`src/rtl/thr_scan_if.sv`:
```
// UART-side handshake bundle for the threshold-scan controller.
// Ports: rx_byte/rx_dv (gate length strobe), tx_done (byte sent),
//   tx_dv/tx_byte (byte launch). master = UART/host side, slave = controller.
interface thr_scan_if;
   logic [7:0] rx_byte;
   logic       rx_dv;
   logic       tx_done;
   logic       tx_dv;
   logic [7:0] tx_byte;

   modport master (
      output rx_byte, rx_dv, tx_done,
      input  tx_dv, tx_byte
   );

   modport slave (
      input  rx_byte, rx_dv, tx_done,
      output tx_dv, tx_byte
   );
endinterface

```
`src/rtl/thr_scan_ctrl.sv`:
```
// Multi-channel threshold-scan controller: counts discriminator edges for
// a host-set gate, then streams A5 | counts | ovf | xor-checksum over UART.
// Ports: clk, rst (sync, active-low), bus (thr_scan_if.slave),
//   thr_in[N_CH] async inputs, busy (not IDLE), ovf[N_CH] sticky saturation.
module thr_scan_ctrl #(
   parameter int N_CH     = 4,
   parameter int CNT_W    = 32,
   parameter int TICK_DIV = 50000
) (
   input  logic            clk,
   input  logic            rst,
   thr_scan_if.slave       bus,
   input  logic [N_CH-1:0] thr_in,
   output logic            busy,
   output logic [N_CH-1:0] ovf
);
   localparam int BPC  = CNT_W / 8;
   localparam int NB   = N_CH * BPC;
   localparam int LAST = NB + 2;
   localparam int IW   = $clog2(LAST + 1);
   localparam int PW   = $clog2(TICK_DIV + 1);

   typedef enum logic [2:0] {
      IDLE, ARM, GATE, LATCH, SEND_REQ, SEND_WAIT
   } state_t;

   state_t            state, nxt;
   logic [7:0]        gate_len;
   logic [PW-1:0]     pre;
   logic [7:0]        tick;
   logic [N_CH-1:0]   s1, s2, s3;
   logic [N_CH-1:0]   rise;
   logic [CNT_W-1:0]  cnt [N_CH];
   logic [CNT_W-1:0]  shd [N_CH];
   logic [IW-1:0]     idx;
   logic [7:0]        csum;
   logic [7:0]        fbyte;
   logic              pre_wrap;

   assign rise     = s2 & ~s3;
   assign pre_wrap = (pre == PW'(TICK_DIV - 1));

   always_ff @(posedge clk) begin
      if (!rst) state <= IDLE;
      else      state <= nxt;
   end

   // Leaving on the wrap that makes tick reach gate_len gives exactly
   // gate_len * TICK_DIV cycles in GATE.
   always_comb begin
      nxt = state;
      unique case (state)
         IDLE:      if (bus.rx_dv && bus.rx_byte != 8'h00) nxt = ARM;
         ARM:       nxt = GATE;
         GATE:      if (pre_wrap && tick == gate_len - 8'd1) nxt = LATCH;
         LATCH:     nxt = SEND_REQ;
         SEND_REQ:  nxt = SEND_WAIT;
         SEND_WAIT: if (bus.tx_done)
                       nxt = (idx == IW'(LAST)) ? IDLE : SEND_REQ;
         default:   nxt = IDLE;
      endcase
   end

   always_comb begin
      bus.tx_dv   = (state == SEND_REQ);
      bus.tx_byte = (state == SEND_REQ || state == SEND_WAIT) ? fbyte : 8'h00;
      busy        = (state != IDLE);
   end

   always_comb begin
      fbyte = 8'hA5;
      if (idx == IW'(LAST))
         fbyte = csum;
      else if (idx == IW'(NB + 1))
         fbyte = 8'(ovf);
      for (int ch = 0; ch < N_CH; ch++) begin
         for (int j = 0; j < BPC; j++) begin
            if (idx == IW'(1 + ch * BPC + j))
               fbyte = shd[ch][CNT_W - 1 - 8 * j -: 8];
         end
      end
   end

   // Synchroniser runs in every state so a level already high at ARM
   // does not look like a fresh edge once GATE opens.
   always_ff @(posedge clk) begin
      if (!rst) begin
         s1 <= '0;
         s2 <= '0;
         s3 <= '0;
      end else begin
         s1 <= thr_in;
         s2 <= s1;
         s3 <= s2;
      end
   end

   always_ff @(posedge clk) begin
      if (!rst) begin
         gate_len <= 8'h00;
         pre      <= '0;
         tick     <= 8'h00;
         ovf      <= '0;
         idx      <= '0;
         csum     <= 8'h00;
         for (int i = 0; i < N_CH; i++) begin
            cnt[i] <= '0;
            shd[i] <= '0;
         end
      end else begin
         if (state == IDLE && nxt == ARM)
            gate_len <= bus.rx_byte;
         if (state == ARM) begin
            pre  <= '0;
            tick <= 8'h00;
            ovf  <= '0;
            for (int i = 0; i < N_CH; i++)
               cnt[i] <= '0;
         end
         if (state == GATE) begin
            pre <= pre_wrap ? '0 : pre + PW'(1);
            if (pre_wrap)
               tick <= tick + 8'd1;
            for (int i = 0; i < N_CH; i++) begin
               if (rise[i]) begin
                  if (&cnt[i]) ovf[i] <= 1'b1;
                  else         cnt[i] <= cnt[i] + CNT_W'(1);
               end
            end
         end
         if (state == LATCH) begin
            idx  <= '0;
            csum <= 8'h00;
            for (int i = 0; i < N_CH; i++)
               shd[i] <= cnt[i];
         end
         // Checksum covers count bytes and the ovf byte, not the header.
         if (state == SEND_REQ && idx != '0 && idx != IW'(LAST))
            csum <= csum ^ fbyte;
         if (state == SEND_WAIT && bus.tx_done && idx != IW'(LAST))
            idx <= idx + IW'(1);
      end
   end
endmodule

```
`src/flat_wrapper.sv`:
```
// flat-port wrapper written by rule: the top's interface ports become plain ports
module thr_scan_ctrl_flat 
#(
   parameter int N_CH     = 4,
   parameter int CNT_W    = 32,
   parameter int TICK_DIV = 50000
)
  (clk, rst, thr_in, busy, ovf, bus_rx_byte, bus_rx_dv, bus_tx_done, bus_tx_dv, bus_tx_byte);
  thr_scan_if bus_i ();
  input  logic clk;
  input  logic rst;
  input  logic [N_CH-1:0] thr_in;
  output logic busy;
  output logic [N_CH-1:0] ovf;
  input wire logic [$bits(bus_i.rx_byte)-1:0] bus_rx_byte;
  input wire logic [$bits(bus_i.rx_dv)-1:0] bus_rx_dv;
  input wire logic [$bits(bus_i.tx_done)-1:0] bus_tx_done;
  output wire logic [$bits(bus_i.tx_dv)-1:0] bus_tx_dv;
  output wire logic [$bits(bus_i.tx_byte)-1:0] bus_tx_byte;
  assign bus_i.rx_byte = bus_rx_byte;
  assign bus_i.rx_dv = bus_rx_dv;
  assign bus_i.tx_done = bus_tx_done;
  assign bus_tx_dv = bus_i.tx_dv;
  assign bus_tx_byte = bus_i.tx_byte;
  thr_scan_ctrl #(.N_CH(N_CH), .CNT_W(CNT_W), .TICK_DIV(TICK_DIV)) u_core (.clk(clk), .rst(rst), .bus(bus_i), .thr_in(thr_in), .busy(busy), .ovf(ovf));
endmodule
```
`config.mk`:
```
export PLATFORM = sky130hd
export DESIGN_NAME = thr_scan_ctrl_flat
export DESIGN_NICKNAME = d
export VERILOG_FILES = /design/src/rtl/thr_scan_if.sv /design/src/rtl/thr_scan_ctrl.sv /design/src/flat_wrapper.sv
export SDC_FILE = /design/constraint.sdc
export NUM_CORES = 1
export LEC_CHECK = 0
export ABC_AREA = 1
export CAP_MARGIN = 0
export CORE_ASPECT_RATIO = 0.5
export CORE_MARGIN = 2
export CORE_UTILIZATION = 40
export DETAILED_ROUTE_END_ITERATION = 12
export PLACE_DENSITY_LB_ADDON = 0.08
export SLEW_MARGIN = 20
export SYNTH_ARGS = -nofsm -noshare
export SYNTH_HDL_FRONTEND = slang
export SYNTH_SLANG_ARGS = --single-unit
```
`constraint.sdc`:
```
create_clock -name clk -period 9.61 [get_ports clk]
set_input_delay 0.961 -clock clk [delete_from_list [all_inputs] [get_ports clk]]
set_output_delay 0.961 -clock clk [all_outputs]
set_load 0.05 [all_outputs]
```
==> flow_summary.yaml <==
outcome:
  status: "finished, final reports clean"
placement:
  gp_congestion: 0.861
  io_buffers: 29
  dp.final_hpwl_um: 29100
  placedCellCount: 2535
critical_path:
  crit_arrival_ps: 4330
  worst_path_max_delay_cell: "clkdlybuf4s50_1"
  path_max_fanout: 14
  worstSetupStartpointType: "register"
  critPathKind: "reg -> out"
  cpPeakStageDelay_ps: 810
  cp_num_buf_inv: 1
  cp-end-kind: "primary output"
  worstPathRequired_ps: 8650
  path_common_cell: "nand2_1"
  worstPathCellList: "nor2_1, nand2_1, o211ai_1, o211ai_1, nand3b_1, nand2_1, nand2_1, nand2_1, nand2_1, nand2_1, nand2_1, nand2_1, nand3_1, nand2_1, nand2_1, nand2_1, nand2_1, nand2_1, nor2_1, clkdlybuf4s50_1"
  cpLargestDelayFamily: "simple AND/OR/NAND/NOR gates"
clocking:
  clk_pin_slew_worst_paths_ps: 70
  postCtsHoldBufs: 0
  cts_resized: 0
  root_buffer: "clkbuf_16"
  cts_setup_buffers: 0
  worstSkewPairLatency_ps: 570
  numCtsBuffers: 31
  clockBufferDepth: 3
  htree_levels: 1
  cts_tree: "yes"
  cts_sinks: 320
synthesis:
  syn-cell-area_mm2: 0.0165
  synth_edf_count: 224
  synth-seq-cells: 320
  ys_seq_area_share_pct: 52.4
  synth.distinct_cells: 58
  synthTopCellsByArea: "edfxtp_1, dfxtp_1, nand2_1"
  synth_top_area_cell: "edfxtp_1"
  synth_top_area_share_pct: 40.8
  yosysWarningCount: 0
  syn_inst: 2002
  synthFlopType: "edfxtp_1"
  syn_nets: 2030
  syn_area_per_cell_um2: 8.24
  async_reset_ff_share_pct: 0
detailed_routing:
  dr.pass1.iters: 5
  postRouteAntennaNets: 0
  drcViolationCount: 0
  drt_iter0_drc: 916
  wl_um: 40600
  vias_per_cell: 4.95
  wl_per_cell_um: 15.7
  vias: 12800
sta:
  fin_crit_sh_pct: 55.0
  fmax_mhz: 189
  finalHoldViolations: 0
  slew_violations: 0
  fin_crit_ps: 5290
  rsz0062_at_grt: "false"
  slew_headroom_pct: 32.6
  tightestPinTransition_ps: 1010
  setup_viol: 0
  skew_ps: 22.9
  tns_ps: 0
power_and_ir_drop:
  vdd_drop_max_mv: 0.133
  fin_total_pwr_mw: 3.00
  p_leak_nw: 7.00
  power_density_mw_per_mm2: 164
die:
  rows: 52
  start_util_pct: 40.7
  coreArea_mm2: 0.0405
  dieArea_mm2: 0.0430
  io_pins: 30
  die_w_um: 291
  die_y_um: 148
global_route:
  grt_overflow_total: 0
  grt_max_degree: 79
  grt_pass1_wl_um: 66300
  antenna_found_initial: 0
  grt_usage_pct: 19.1
  grt_pass1_vias: 12200
finish:
  fill_cells: 4019
  register_area_mm2: 0.00865
  area_growth_pct: 11.3
  drive_gt1_share_pct: 6.78
  multi_input_area_mm2: 0.00642
  final_cells: 2591
  final_core_util_pct: 45.3
  layout.nets: 2056
  diodes: 0
worst_hold_path:
  hold_path_class: "reg -> reg"
run:
  drv_cap: 0
worst min-delay path, stage by stage, from the launching register on:
cell     delay (ps)
dfxtp_1         310
nand2_1          50
inv_1            40
per-layer routing:
layer / vias up / wire length (µm) / GRT usage [%]
met3: 46 / 2140 / 3.55
met5: - / 0 / 0
li1: 6591 / - / -
met2: 220 / 16300 / 27.7
met4: 0 / 714 / 3.50
met1: 5956 / 21400 / 29.7
kinds of logic after synthesis:
kind of cell | after synthesis | synth area share, %
xor gates and xnor gates | 36 | 1.91
buffers and inverters | 378 | 8.77
and+or+nand+nor | 1055 | 29.1
AOI/OAI and AO/OA | 201 | 6.89
DFF | 320 | 52.4
adders and majority gates | 12 | 0.910
cell usage after synthesis, drive strengths merged (25+ instances only):
master	count
or2	39
nor3b	29
a21oi	76
nand3	94
nor3	69
inv	330
nand2	430
xor2	34
o21ai	79
nor2	316
dfxtp	96
nand4	44
clkbuf	37
nor4	25
edfxtp	224
through the flow:
stage	hold WS (ps)	cell area [µm²]	setup WS (ps)
after detailed placement	401	17400	5000
final	417	18400	4320
after CTS	427	18400	4370
after global routing	435	18400	4030
after floorplan	390	16500	5080
after global placement	407	17400	5040
report_power, final:
part | total [mW] | switching, mW | internal, mW
clock network | 1.24 | 0.540 | 0.705
logic | 0.176 | 0.130 | 0.0465
registers | 1.58 | 0.0440 | 1.54
total | 3.00 | 0.714 | 2.29
flip-flops by register name, summed over array words and instances, names as in the netlist:
| name | count |
|---|---|
| u_core.cnt | 128 |
| u_core.gate_len | 8 |
| u_core.s1 | 4 |
| u_core.pre | 16 |
| u_core.state | 3 |
| u_core.idx | 5 |
| u_core.ovf | 4 |
| u_core.s2 | 4 |
| u_core.tick | 8 |
| u_core.s3 | 4 |
| u_core.shd | 128 |
| u_core.csum | 8 |
cells in the final DEF, fill, tap and decap left out, types with 7 or more instances in the layout:
| cell type | netlist | routed |
|---|---|---|
| nand4_1 | 42 | 42 |
| edfxtp_1 | 224 | 224 |
| a31oi_1 | 8 | 8 |
| xor2_1 | 34 | 34 |
| nor4_1 | 20 | 20 |
| o21ai_0 | 79 | 79 |
| nor2_1 | 309 | 309 |
| inv_1 | 326 | 325 |
| ha_1 | 12 | 12 |
| nor3_1 | 57 | 57 |
| dfxtp_1 | 96 | 96 |
| o211ai_1 | 7 | 7 |
| buf_4 | 1 | 11 |
| clkbuf_16 | 0 | 31 |
| nor3_2 | 9 | 9 |
| or2_2 | 37 | 37 |
| a21oi_1 | 76 | 76 |
| clkdlybuf4s50_1 | 0 | 29 |
| nand3_1 | 90 | 89 |
| nand2_1 | 426 | 424 |
| nor3b_1 | 27 | 27 |
worst paths after layout:
check / from / endpoint / slack [ps] / depth (start not counted)
setup reg to reg: u_core.cnt[0][0] / u_core.cnt[0][5] / 6050 / 15
hold / removal: u_core.s1[3] / u_core.s2[3] / 420 / 2
setup / recovery: u_core.idx[3] / bus_tx_byte[4] / 4320 / 20
hold reg to reg: u_core.s1[3] / u_core.s2[3] / 420 / 2
final cells by class:
| type | instances | area share [%] |
|---|---|---|
| clock inverters | 19 | 1.09 |
| repair buffers | 40 | 2.03 |
| flip-flops and latches | 320 | 47.1 |
| multi-input cells | 1304 | 35.0 |
| well taps | 540 | 3.68 |
| inverters | 331 | 6.78 |
| clock buffers | 37 | 4.40 |
(Power assumes the default switching activity.)
